===== src/rtl/fpc_op_sched_if.sv =====
// fpc_op_sched_if: request, Fpc issue/result and response channels of the op scheduler
interface fpc_op_sched_if #(parameter int TAG_W = 4);
  logic req_valid;
  logic req_ready;
  logic req_mode;
  logic [15:0] req_a;
  logic [15:0] req_b;
  logic [TAG_W-1:0] req_tag;
  logic fpc_in_valid;
  logic fpc_mode;
  logic [15:0] fpc_in_a;
  logic [15:0] fpc_in_b;
  logic fpc_out_valid;
  logic [15:0] fpc_out;
  logic rsp_valid;
  logic rsp_ready;
  logic [15:0] rsp_data;
  logic [TAG_W-1:0] rsp_tag;
  logic rsp_mode;
  modport master (
    output req_valid, req_mode, req_a, req_b, req_tag, fpc_out_valid, fpc_out, rsp_ready,
    input  req_ready, fpc_in_valid, fpc_mode, fpc_in_a, fpc_in_b, rsp_valid, rsp_data, rsp_tag, rsp_mode
  );
  modport slave (
    input  req_valid, req_mode, req_a, req_b, req_tag, fpc_out_valid, fpc_out, rsp_ready,
    output req_ready, fpc_in_valid, fpc_mode, fpc_in_a, fpc_in_b, rsp_valid, rsp_data, rsp_tag, rsp_mode
  );
endinterface


===== src/rtl/fpc_op_sched.sv =====
// fpc_op_sched: buffers tagged bf16 ops and issues them one at a time to Fpc, returning tagged results
module fpc_op_sched #(
  parameter int DEPTH = 4,
  parameter int TAG_W = 4,
  parameter int TIMEOUT = 7
) (
  input  logic clk,
  input  logic rst,
  fpc_op_sched_if.slave bus,
  output logic [$clog2(DEPTH):0] fifo_count,
  output logic err
);
  localparam int PW = $clog2(DEPTH);
  localparam int TW = $clog2(TIMEOUT + 1);
  localparam int EW = 33 + TAG_W;
  typedef enum logic [1:0] {IDLE, ISSUE, WAIT} state_t;
  state_t state, nxt;
  logic [EW-1:0] mem [DEPTH];
  logic [EW-1:0] op;
  logic [PW-1:0] wr_ptr, rd_ptr;
  logic [TW-1:0] timer;
  logic push, pop, load, tmo;
  assign bus.req_ready = fifo_count != (PW+1)'(DEPTH);
  assign push = bus.req_valid && bus.req_ready;
  assign bus.fpc_in_valid = state == ISSUE;
  assign {bus.fpc_mode, bus.fpc_in_a, bus.fpc_in_b} = bus.fpc_in_valid ? op[EW-1:TAG_W] : '0;
  // next state; issue only when the response slot is guaranteed free on return
  always_comb begin
    pop = state == IDLE && fifo_count != '0 && (!bus.rsp_valid || bus.rsp_ready);
    load = state == WAIT && bus.fpc_out_valid;
    tmo = state == WAIT && !bus.fpc_out_valid && timer == TW'(TIMEOUT - 1);
    nxt = pop ? ISSUE : state == ISSUE ? WAIT : (load || tmo) ? IDLE : state;
  end
  // state register
  always_ff @(posedge clk) state <= rst ? IDLE : nxt;
  // request storage
  always_ff @(posedge clk) if (push) mem[wr_ptr] <= {bus.req_mode, bus.req_a, bus.req_b, bus.req_tag};
  // fifo pointers and occupancy
  always_ff @(posedge clk) begin
    if (rst) begin
      wr_ptr <= '0;
      rd_ptr <= '0;
      fifo_count <= '0;
    end else begin
      wr_ptr <= wr_ptr + PW'(push);
      rd_ptr <= rd_ptr + PW'(pop);
      fifo_count <= fifo_count + (PW+1)'(push) - (PW+1)'(pop);
    end
  end
  // op register and result-wait timer
  always_ff @(posedge clk) begin
    op <= rst ? '0 : pop ? mem[rd_ptr] : op;
    timer <= state == WAIT ? timer + TW'(1) : '0;
  end
  // response slot and sticky error
  always_ff @(posedge clk) begin
    if (rst) begin
      bus.rsp_valid <= 1'b0;
      bus.rsp_data <= '0;
      bus.rsp_tag <= '0;
      bus.rsp_mode <= 1'b0;
      err <= 1'b0;
    end else begin
      if (load) begin
        bus.rsp_valid <= 1'b1;
        bus.rsp_data <= bus.fpc_out;
        bus.rsp_tag <= op[TAG_W-1:0];
        bus.rsp_mode <= op[EW-1];
      end else if (bus.rsp_valid && bus.rsp_ready) bus.rsp_valid <= 1'b0;
      if (tmo || (bus.fpc_out_valid && state != WAIT)) err <= 1'b1;
    end
  end
endmodule


===== src/flat_wrapper.sv =====
// flat-port wrapper written by rule: the top's interface ports become plain ports
module fpc_op_sched_flat 
#(
  parameter int DEPTH = 4,
  parameter int TAG_W = 4,
  parameter int TIMEOUT = 7
)
  (clk, rst, fifo_count, err, bus_req_valid, bus_req_mode, bus_req_a, bus_req_b, bus_req_tag, bus_fpc_out_valid, bus_fpc_out, bus_rsp_ready, bus_req_ready, bus_fpc_in_valid, bus_fpc_mode, bus_fpc_in_a, bus_fpc_in_b, bus_rsp_valid, bus_rsp_data, bus_rsp_tag, bus_rsp_mode);
  fpc_op_sched_if #(.TAG_W(TAG_W)) bus_i ();
  input  logic clk;
  input  logic rst;
  output logic [$clog2(DEPTH):0] fifo_count;
  output logic err;
  input wire logic [$bits(bus_i.req_valid)-1:0] bus_req_valid;
  input wire logic [$bits(bus_i.req_mode)-1:0] bus_req_mode;
  input wire logic [$bits(bus_i.req_a)-1:0] bus_req_a;
  input wire logic [$bits(bus_i.req_b)-1:0] bus_req_b;
  input wire logic [$bits(bus_i.req_tag)-1:0] bus_req_tag;
  input wire logic [$bits(bus_i.fpc_out_valid)-1:0] bus_fpc_out_valid;
  input wire logic [$bits(bus_i.fpc_out)-1:0] bus_fpc_out;
  input wire logic [$bits(bus_i.rsp_ready)-1:0] bus_rsp_ready;
  output wire logic [$bits(bus_i.req_ready)-1:0] bus_req_ready;
  output wire logic [$bits(bus_i.fpc_in_valid)-1:0] bus_fpc_in_valid;
  output wire logic [$bits(bus_i.fpc_mode)-1:0] bus_fpc_mode;
  output wire logic [$bits(bus_i.fpc_in_a)-1:0] bus_fpc_in_a;
  output wire logic [$bits(bus_i.fpc_in_b)-1:0] bus_fpc_in_b;
  output wire logic [$bits(bus_i.rsp_valid)-1:0] bus_rsp_valid;
  output wire logic [$bits(bus_i.rsp_data)-1:0] bus_rsp_data;
  output wire logic [$bits(bus_i.rsp_tag)-1:0] bus_rsp_tag;
  output wire logic [$bits(bus_i.rsp_mode)-1:0] bus_rsp_mode;
  assign bus_i.req_valid = bus_req_valid;
  assign bus_i.req_mode = bus_req_mode;
  assign bus_i.req_a = bus_req_a;
  assign bus_i.req_b = bus_req_b;
  assign bus_i.req_tag = bus_req_tag;
  assign bus_i.fpc_out_valid = bus_fpc_out_valid;
  assign bus_i.fpc_out = bus_fpc_out;
  assign bus_i.rsp_ready = bus_rsp_ready;
  assign bus_req_ready = bus_i.req_ready;
  assign bus_fpc_in_valid = bus_i.fpc_in_valid;
  assign bus_fpc_mode = bus_i.fpc_mode;
  assign bus_fpc_in_a = bus_i.fpc_in_a;
  assign bus_fpc_in_b = bus_i.fpc_in_b;
  assign bus_rsp_valid = bus_i.rsp_valid;
  assign bus_rsp_data = bus_i.rsp_data;
  assign bus_rsp_tag = bus_i.rsp_tag;
  assign bus_rsp_mode = bus_i.rsp_mode;
  fpc_op_sched #(.DEPTH(DEPTH), .TAG_W(TAG_W), .TIMEOUT(TIMEOUT)) u_core (.clk(clk), .rst(rst), .bus(bus_i), .fifo_count(fifo_count), .err(err));
endmodule

===== config.mk =====
export PLATFORM = sky130hd
export DESIGN_NAME = fpc_op_sched_flat
export DESIGN_NICKNAME = d
export VERILOG_FILES = /design/src/rtl/fpc_op_sched_if.sv /design/src/rtl/fpc_op_sched.sv /design/src/flat_wrapper.sv
export SDC_FILE = /design/constraint.sdc
export NUM_CORES = 1
export LEC_CHECK = 0
export BUFFER_PORTS_ARGS = -buffer_cell sky130_fd_sc_hd__buf_2
export CORE_MARGIN = 3
export CORE_UTILIZATION = 35
export DETAILED_ROUTE_END_ITERATION = 12
export RECOVER_POWER = 25
export SYNTH_ARGS = -nofsm -noshare
export SYNTH_HDL_FRONTEND = slang
export SYNTH_SLANG_ARGS = --single-unit
export TNS_END_PERCENT = 100

===== constraint.sdc =====
create_clock -name clk -period 7.5 [get_ports clk]
set_clock_uncertainty 0.05 [all_clocks]
set_input_delay 1.5 -clock clk [delete_from_list [all_inputs] [get_ports clk]]
set_output_delay 1.5 -clock clk [all_outputs]
set_load 0.05 [all_outputs]

# Word level (Yosys, flattened, before mapping)
# Memories as Yosys holds them, arrays and structs flattened. A register that Yosys moved wholly into a read port is not among the register bits.
# Index checks and enable logic that the tools add are counted.
# op_classes
reduce_logical	19
muxes	8
add_sub_neg	5
n_eq_ne	5
# ops
operator	n
33-bit two-way mux	1
1-bit logical AND	8
3-bit nonzero test	2
1-bit two-way mux	5
2-bit by 1-bit adder with 2-bit output	2
2-bit two-way mux	2
2-bit nonzero test	2
3-bit by 1-bit adder with 3-bit output	1
3-bit by 1-bit adder with 3-bit output (second input constant)	1
3-bit equality test (second input constant)	1
1-bit logical OR	3
3-bit inequality test (second input constant)	1
3-bit by 1-bit subtractor with 3-bit output	1
2-bit by 1-bit equality test with 1-bit output (second input constant)	1
2-bit equality test (second input constant)	1
1-bit logical NOT	2
2-bit logical NOT	1
2-bit inequality test (second input constant)	1
2-bit OR reduction	1
# totals
output_inout_bits	61
mem_bits_rw	148
regBits	35
n_memories	1
wordCells	49
inputBits	58
# memory_table
memory	depth	word_bits	read_ports	rd_clocked_by_memory_dff	wr	line_no	text
u_core.mem	4	37	1	1	1	fpc_op_sched.sv:18	logic [EW-1:0] mem [DEPTH];

# Logic depth before layout (Yosys ltp)
# Gate-level depths: netlist of run 1.
# logic_depth
word_depth	7
depth_mapped	12

# Least setup slack after synthesis of run 1
# OpenSTA, ideal clock, no wires.
# synth_path
path_kind	in2reg
startpoint	input bus_req_valid
endpoint	memory u_core.mem[1][0] (netlist bit) (enable)
setup_ns	0.485
stages	2
setup_slack_ns	2.581
required_time_ns	6.965
arrival_time_ns	4.384
cell_sequence	nand2_1 > nor3b_1
# synth_via
elab_chain_len	3
# synth_lines
item	line_no	text
start, declared	flat_wrapper.sv:14	input wire logic [$bits(bus_i.req_valid)-1:0] bus_req_valid;
1-bit logical AND	fpc_op_sched.sv:24	assign push = bus.req_valid && bus.req_ready;
1-bit two-way mux	fpc_op_sched.sv:37	always_ff @(posedge clk) if (push) mem[wr_ptr] <= {bus.req_mode, bus.req_a, bus.req_b, bus.req_tag};
1-bit two-way mux (implied by the code)	fpc_op_sched.sv:37	
end, declared	fpc_op_sched.sv:18	
# No other way between the ends.

# Worst setup path in the final report of run 1
# layout_path
startpoint	register u_core.state[0]
endpoint	output bus_fpc_in_a[1]
# layout_via
elab_chain_len	2
# layout_lines
item	line_no	text
start, declared	fpc_op_sched.sv:17	state_t state, nxt;
start signal, assigned	fpc_op_sched.sv:35	always_ff @(posedge clk) state <= rst ? IDLE : nxt;
2-bit by 1-bit equality test with 1-bit output	fpc_op_sched.sv:25	assign bus.fpc_in_valid = state == ISSUE;
33-bit two-way mux	fpc_op_sched.sv:26	assign {bus.fpc_mode, bus.fpc_in_a, bus.fpc_in_b} = bus.fpc_in_valid ? op[EW-1:TAG_W] : '0;
end, declared	flat_wrapper.sv:25	output wire logic [$bits(bus_i.fpc_in_a)-1:0] bus_fpc_in_a;
# No other way between the ends.

==> results_dict.tcl, run 1 <==
set metrics [dict create \
    r2r_slack_ns 4.51 \
    cts_buffer_depth 3 \
    timing.fmax_ghz 0.2657 \
    setup_viol 0 \
    io_buffers 118 \
    hold_ws_ns 0.4007 \
    cts_tree "built" \
    min_period_ns 3.764 \
    seq_area_frac_synth 0.6922 \
    dieWidth_um 161.9 \
    worst_r2r_path_depth 9 \
    grt_start_max_net_pins 71 \
    syn_area_per_cell_um2 14.89 \
    cts_sinks 220 \
    yosysTopAreaCellShare 0.5227 \
    initial_core_util 0.3590 \
    cp.required_ns 5.95 \
    grt-ovfl-total 0 \
    p_leak_nw 3.554 \
    hold_viol_final 0 \
    wire_per_inst_um 19.18 \
    netlist_area_mm2 0.008503 \
    post_synth_num_cell_types 36 \
    arrival_ns 2.21 \
    post_cts_buffers 0 \
    row_count 56 \
    layout.nets 738 \
    drc 0 \
    synth-edff-count 148 \
    r2r-end "u_core.fifo_count[2]" \
    grt_pass1_wl_um 29620 \
    setup-tns-final_ns 0 \
    fin_crit_sh 0.5018 \
    critPathSlowestCell "nor2b_4" \
    crit_type "flip-flop to output pin" \
    hp-class "flip-flop to flip-flop" \
    status "completed" \
    crit_fanout 34 \
    syn_nets 634 \
    endpoint_kind "output pin" \
    ys_async_sr_fraction 0 \
    ys_ff_latch 220 \
    drt_iter0_markers 279 \
    crit_cells 3 \
    vdd_drop_max_v 0.0002502 \
    layout-drive-gt1-share 0.2601 \
    cts_resized 0 \
    critical_path.startpoint "u_core.state[0]" \
    insertion_delay_ns 0.51 \
    fillerInstances 2186 \
    critPathMaxStageDelay_ns 0.71 \
    tightest_slew_ns 1.092 \
    yosysTopAreaCell "edfxtp_1" \
    n_antenna_cell 0 \
    die_h_um 161.9 \
    cts_root_buf "clkbuf_16" \
    crit_family "simple AND/OR/NAND/NOR gates" \
    boundaryPins 119 \
    synthCells 571 \
    antenna_left 0 \
    path_cells "nor2b_4, and2_1, buf_2" \
    finalWirelength_um 19390 \
    antenna_found_initial 1 \
    synth_warnings 0 \
    synth_ff_type "edfxtp_1" \
    crit_path_end "bus_fpc_in_a[1]" \
    htreeDepth 1 \
    synth_area_leaders "edfxtp_1 (52%), dfxtp_1 (17%), mux4_2 (9.8%)" \
    core_mm2 0.02368 \
    cp_num_buf_inv 1 \
    place.gp.congestion 0.7079 \
    synthToLayoutAreaGrowth_pct 18.88 \
    grt_pass1_vias 5273 \
    cts_made_buffers 23 \
    rsz0062_at_grt "false" \
    dieArea_mm2 0.02620 \
    vias_per_cell 5.113 \
    hpwl_um 11550 \
    track_usage 0.1433 \
    vias 5169 \
    worstSetupStartpointType "flip-flop" \
    drt_pre_antenna_iters 4 \
    slew_headroom 0.2704 \
    drv_slew 0 \
    r2r_start "u_core.state[1]" \
    p_per_area_mw_per_mm2 383.0 \
    cap_violations 0 \
    cts_hold_buf 0 \
    clk_pin_slew_worst_paths_ns 0.06 \
]
-- final cells by class --
class                           instances  area, µm²  area share
Inverter                                5      18.77    0.001857
Clock buffer                           28      594.3     0.05879
Clock inverter                         14      176.4     0.01745
Sequential cell                       220       5891      0.5827
Multi-Input combinational cell        298       2410      0.2384
Timing Repair Buffer                  127      619.3     0.06127
Tap cell                              319      399.1     0.03949
-- state kept, by name (all words and copies together) (netlist names), 2 cells and up --
register	cells
u_core.mem	148
u_core.op	37
u_core.bus.rsp_data	16
u_core.bus.rsp_tag	4
u_core.fifo_count	3
u_core.timer	3
u_core.rd_ptr	2
u_core.state	2
u_core.wr_ptr	2
-- per-stage QoR --
| stage | area [µm²] | utilization | total power [W] | cells | worst slack, ns |
|---|---|---|---|---|---|
| floorplan | 8503 | - | 0.002493 | 571 | 2.581 |
| global placement | 9371 | 0.3957 | 0.002733 | 969 | 3.599 |
| detailed placement | 9371 | 0.3957 | 0.002769 | 969 | 3.475 |
| CTS | 10140 | 0.4283 | 0.003923 | 1011 | 3.181 |
| global route | 10110 | 0.4268 | 0.004067 | 1011 | 3.579 |
| finish | 10110 | 0.4268 | 0.003871 | 1011 | 3.736 |
-- report_power, final --
group          switching (W)  total, W  leakage [nW]  internal, W
Clock               0.000442   0.00114         0.367     0.000703
Combinational       0.000634   0.00102          1.24     0.000390
Sequential          0.000191   0.00170          1.94      0.00151
Total                0.00127   0.00387          3.55      0.00261
-- layer usage --
layer  vias to the layer above  GRT usage  wire [µm]
met5                         -          0         11
met4                         2    0.03180        266
met3                        26    0.02958       1492
met2                       169     0.2455       9366
met1                      2571     0.1892       8251
li1                       2401          -          -
-- synth_stat cells, types with 2 or more instances --
cell / count
nand2_1: 45
buf_2: 13
or3_1: 2
mux4_2: 37
dfxtp_1: 72
nand4_1: 38
inv_1: 4
nor3b_1: 2
clkbuf_1: 29
o21ai_0: 2
buf_4: 2
o31ai_1: 38
and2_1: 34
buf_6: 3
nor3_1: 2
xnor2_1: 2
nand2b_1: 2
edfxtp_1: 148
a21oi_1: 63
nor2b_1: 5
nor2_1: 10
ha_1: 4
-- logic make-up after synthesis --
kind of cell,Yosys count,share of synthesized area
fa+ha+maj,5,0.008240
compound gates,104,0.07254
xor+xnor,3,0.003091
simple gates,148,0.09447
buf+inv,53,0.03016
flops,220,0.6922
mux,38,0.09932
-- worst reg2reg max path: stages, from the launching register on --
cell     delay, ns
dfxtp_1       0.41
nor2_4        0.86
nand3_1       0.29
o21ai_0       0.25
ha_1          0.18
inv_1         0.05
fa_1          0.37
xor2_1        0.16
and2_1        0.17
nor3_1        0.13
-- worst min path at each step --
| stage | cells past startpoint | slack, ns | end | start |
|---|---|---|---|---|
| after detailed placement | 2 | 0.39 | u_core.bus.rsp_data[1] | u_core.bus.rsp_data[1] |
| after floorplan | 1 | 0.37 | u_core.timer[0] | u_core.timer[0] |
| after global placement | 1 | 0.38 | u_core.timer[0] | u_core.timer[0] |
| final | 2 | 0.40 | u_core.bus.rsp_data[1] | u_core.bus.rsp_data[1] |
| after global routing | 2 | 0.42 | u_core.bus.rsp_tag[0] | u_core.bus.rsp_tag[0] |
| after CTS | 2 | 0.40 | u_core.bus.rsp_data[1] | u_core.bus.rsp_data[1] |
-- cells in the final DEF (no fill, tap or decap), types with 23 or more instances in the layout --
| master | n |
|---|---|
| edfxtp_1 | 148 |
| nand2_1 | 45 |
| dfxtp_1 | 70 |
| a21oi_1 | 63 |
| clkbuf_1 | 36 |
| nand4_1 | 38 |
| and2_1 | 34 |
| mux4_2 | 37 |
| buf_2 | 87 |
| clkbuf_16 | 23 |
| o31ai_1 | 38 |
No activity file was read; power rests on OpenSTA's default activity.
==> inputs of run 2 (changes only) <==
==> constraint.sdc (replaced) <==
create_clock -name clk -period 3.8 [get_ports clk]
set_clock_uncertainty 0.05 [all_clocks]
set_input_delay 0.76 -clock clk [delete_from_list [all_inputs] [get_ports clk]]
set_output_delay 0.76 -clock clk [all_outputs]
set_load 0.05 [all_outputs]
==> results_dict.tcl, run 2 (same netlist as run 1, synthesis figures left out) <==
set metrics [dict create \
    place.gp.congestion 0.7513 \
    grt-ovfl-total 0 \
    io_buffers 118 \
    hp-class "flip-flop to flip-flop" \
    synthToLayoutAreaGrowth_pct 18.16 \
    n_antenna_cell 0 \
    drc 0 \
    swShare 0.3344 \
    cts_root_buf "clkbuf_16" \
    layout.nets 740 \
    insertion_delay_ns 0.50 \
    cts_buffer_depth 3 \
    initial_core_util 0.3590 \
    met1_length_um 8478 \
    vias_per_cell 5.212 \
    drt_pre_antenna_iters 5 \
    clk_pin_slew_worst_paths_ns 0.06 \
    hold_viol_final 0 \
    row_count 56 \
    slew_headroom 0.2827 \
    cp.required_ns 2.99 \
    place_ws_ns 0.9183 \
    cts_resized 0 \
    p_leak_nw 3.540 \
    grt_pass1_vias 5422 \
    post_cts_buffers 0 \
    crit_type "flip-flop to output pin" \
    rsz0062_at_grt "false" \
    setup_viol 0 \
    grt_pass1_wl_um 30130 \
    setup-tns-final_ns 0 \
    drv_slew 0 \
    timing.fmax_ghz 0.3166 \
    grt_start_max_net_pins 47 \
    fin_crit_sh 0.8311 \
    die_h_um 161.9 \
    layout-drive-gt1-share 0.2641 \
    p_per_area_mw_per_mm2 738.8 \
    hold_ws_ns 0.4033 \
    cts_sinks 220 \
    finalWirelength_um 19520 \
    cts_made_buffers 23 \
    min_period_ns 3.158 \
    final_cell_mix "edfxtp_1 (148), buf_2 (89), dfxtp_1 (70), a21oi_1 (63), nand2_1 (45)" \
    crit_fanout 20 \
    fin_util 0.4242 \
    wl_met3_um 1402 \
    core_mm2 0.02368 \
    worstSetupStartpointType "flip-flop" \
    final_common_cell "edfxtp_1" \
    top_register "u_core.mem" \
    antenna_found_initial 1 \
    endpoint_kind "output pin" \
    vias 5275 \
    wl_met2_um 9247 \
    cts_hold_buf 0 \
    dieWidth_um 161.9 \
    antenna_left 0 \
    dieArea_mm2 0.02620 \
    reg.largest.list "u_core.mem (148), u_core.op (37), u_core.bus.rsp_data (16)" \
    vdd_drop_max_v 0.0003045 \
    htreeDepth 1 \
    fin_total_pwr_w 0.007423 \
    cap_violations 0 \
    finalWorstSetupSlack_ns 0.6417 \
    largest_reg_flops 148 \
    wire_per_inst_um 19.29 \
    arrival_ns 2.35 \
    cts_tree "built" \
    track_usage 0.1448 \
    pwr-share-clk 0.273 \
    drt_iter0_markers 337 \
    internal-power_w 0.004941 \
    hpwl_um 11950 \
    status "completed" \
    switchingPower_w 0.002483 \
    topRoutingLayerUsed "met5" \
    boundaryPins 119 \
    sequentialPowerShare 0.451 \
    tightest_slew_ns 1.076 \
    combPwrFrac 0.275 \
]
[run 2: worst paths after layout]
path,start,end,slack (ns),cells after the start
worst min-delay path,u_core.bus.rsp_tag[1],u_core.bus.rsp_tag[1],0.40,2
worst max register to register,u_core.fifo_count[1],u_core.fifo_count[2],0.91,9
worst max-delay path,u_core.state[0],bus_fpc_in_b[13],0.64,4
worst min register to register,u_core.bus.rsp_tag[1],u_core.bus.rsp_tag[1],0.40,2
[run 2: power groups by stage]
stage | sequential [W] | combinational [W] | clock [W]
2_1_floorplan | 0.00326 | 0.00166 | 0
3_3_place_gp | 0.00339 | 0.00200 | 0
3_5_place_dp | 0.00341 | 0.00206 | 0
4_1_cts | 0.00337 | 0.00206 | 0.00207
5_1_grt | 0.00342 | 0.00220 | 0.00216
6_report | 0.00335 | 0.00204 | 0.00203
[run 2: layer usage]
metal | global-route usage | vias up
li1 | - | 2406
met1 | 0.1886 | 2648
met2 | 0.2413 | 189
met3 | 0.03622 | 30
met4 | 0.04265 | 2
met5 | 0 | -
[run 2: stage by stage]
| stage | area (µm²) | cells |
|---|---|---|
| after detailed placement | 9405 | 971 |
| after global placement | 9405 | 971 |
| after floorplan | 8518 | 571 |
| after global routing | 10050 | 1012 |
| final | 10050 | 1012 |
| after CTS | 10080 | 1012 |
[run 2: cell type report]
| cell class | instances | area, µm² |
|---|---|---|
| inverters | 5 | 18.77 |
| repair buffers | 129 | 636.9 |
| fillers | 2199 | 13640 |
| clock inverters | 13 | 83.83 |
| flip-flops and latches | 220 | 5891 |
| multi-input cells | 298 | 2424 |
| clock buffers | 28 | 594.3 |
| well taps | 319 | 399.1 |
[run 2: critical path: stages (launching register included)]
cell and delay, ns:
dfxtp_1 0.46, nor2b_2 0.60, buf_4 0.35, and2_1 0.17
buf_2 0.26
==> inputs of run 3 (changes only) <==
==> constraint.sdc (replaced) <==
create_clock -name clk -period 2.8 [get_ports clk]
set_clock_uncertainty 0.05 [all_clocks]
set_input_delay 0.56 -clock clk [delete_from_list [all_inputs] [get_ports clk]]
set_output_delay 0.56 -clock clk [all_outputs]
set_load 0.05 [all_outputs]
==> results_dict.tcl, run 3 (same netlist as run 1, synthesis figures left out) <==
set metrics [dict create \
    dieArea_mm2 0.02620 \
    cts_tree "built" \
    finalWirelength_um 19730 \
    place.gp.congestion 0.7340 \
    cts_buffer_depth 3 \
    final_cell_mix "edfxtp_1 (148), buf_2 (89), dfxtp_1 (69), a21oi_1 (63), nand2_1 (45)" \
    reg.largest.list "u_core.mem (148), u_core.op (37), u_core.bus.rsp_data (16)" \
    cts_root_buf "clkbuf_16" \
    status "completed" \
    switchingPower_w 0.003404 \
    p_per_area_mw_per_mm2 1019 \
    antenna_left 0 \
    endpoint_kind "output pin" \
    arrival_ns 1.97 \
    critPathMaxStageDelay_ns 0.47 \
    hpwl_um 11950 \
    clk_pin_slew_worst_paths_ns 0.06 \
    track_usage 0.1479 \
    post_cts_buffers 0 \
    cp.required_ns 2.19 \
    swShare 0.3290 \
    hold_ws_ns 0.2440 \
    core_mm2 0.02368 \
    io_buffers 118 \
    htreeDepth 1 \
    grt_pass1_vias 5459 \
    fin_crit_sh 0.9226 \
    antenna_found_initial 1 \
    cts_hold_buf 0 \
    cp_num_buf_inv 2 \
    tightest_slew_ns 1.059 \
    n_antenna_cell 0 \
    drc 0 \
    setup_viol 0 \
    rsz0062_at_grt "false" \
    wire_per_inst_um 19.36 \
    crit_fanout 10 \
    top_register "u_core.mem" \
    boundaryPins 119 \
    grt-ovfl-total 0 \
    min_period_ns 2.583 \
    layout.nets 747 \
    grt_start_max_net_pins 40 \
    slew_headroom 0.2943 \
    critPathSlowestCell "dfxtp_1" \
    grt_pass1_wl_um 30310 \
    hold_viol_final 0 \
    largest_reg_flops 148 \
    dieWidth_um 161.9 \
    p_leak_nw 3.606 \
    worstSetupStartpointType "flip-flop" \
    vias 5239 \
    sequentialPowerShare 0.431 \
    internal-power_w 0.006944 \
    pwr-share-clk 0.283 \
    setup-tns-final_ns 0 \
    fin_total_pwr_w 0.01035 \
    cts_sinks 220 \
    timing.fmax_ghz 0.3871 \
    die_h_um 161.9 \
    vdd_drop_max_v 0.0004960 \
    cts_resized 0 \
    crit_family "buffers and inverters" \
    cts_made_buffers 23 \
    row_count 56 \
    path_cells "nor2b_4, buf_4, and2_1, buf_2" \
    hp-class "primary input to flip-flop" \
    vias_per_cell 5.141 \
    drt_pre_antenna_iters 4 \
    initial_core_util 0.3590 \
    drv_slew 0 \
    crit_type "flip-flop to output pin" \
    combPwrFrac 0.286 \
    cap_violations 0 \
    synthToLayoutAreaGrowth_pct 19.48 \
    final_common_cell "edfxtp_1" \
    insertion_delay_ns 0.49 \
    drt_iter0_markers 335 \
    layout-drive-gt1-share 0.2800 \
]
[run 3: metal layers]
metal  part of all wire  vias up  wire [µm]  GRT usage
met2               0.49      145       9591     0.2489
met3              0.068       29       1350    0.03366
met4              0.016        2        319    0.03335
met1               0.43     2649       8461     0.1972
li1                   -     2414          -          -
met5            0.00035        -          7          0
[run 3: worst paths after layout]
path	start	to	slack, ns	cells after the start
min reg2reg	u_core.bus.rsp_data[13]	u_core.bus.rsp_data[13]	0.41	2
max	u_core.state[0]	bus_fpc_in_a[11]	0.22	4
min	bus_req_b[14]	u_core.mem[2][18]	0.24	1
max reg2reg	u_core.fifo_count[0]	u_core.mem[3][19]	0.40	4
[run 3: worst reg2reg max path, stage by stage, from the launching register on]
cell and delay (ns):
dfxtp_1 0.46, or3b_4 0.18, nand2_1 0.20, inv_1 0.18, and3_2 0.90
[run 3: area by class of cell]
class	instances	area, µm²
multi-input combinational	298	2431
fill	2196	13520
inverter	5	18.77
tap	319	399.1
clock buffer	32	633.1
timing repair buffer	136	689.4
clock inverter	9	96.34
sequential	220	5892
[run 3: stage by stage]
step / instance area [µm²] / setup slack [ns] / instances / utilization
after floorplan: 8542 / 0.03939 / 571 / -
after detailed placement: 9462 / 0.3752 / 978 / 0.3995
after global placement: 9462 / 0.4018 / 978 / 0.3995
final: 10160 / 0.2167 / 1019 / 0.4290
after global routing: 10160 / 0.07673 / 1019 / 0.4290
after CTS: 10190 / 0.07266 / 1019 / 0.4303
[run 3: power groups by stage]
stage	combinational (W)	sequential, W	clock (W)
after floorplan	0.00226	0.00443	0
after global placement	0.00293	0.00451	0
after detailed placement	0.00300	0.00455	0
after CTS	0.00300	0.00448	0.00300
after global routing	0.00321	0.00454	0.00312
final	0.00296	0.00446	0.00293
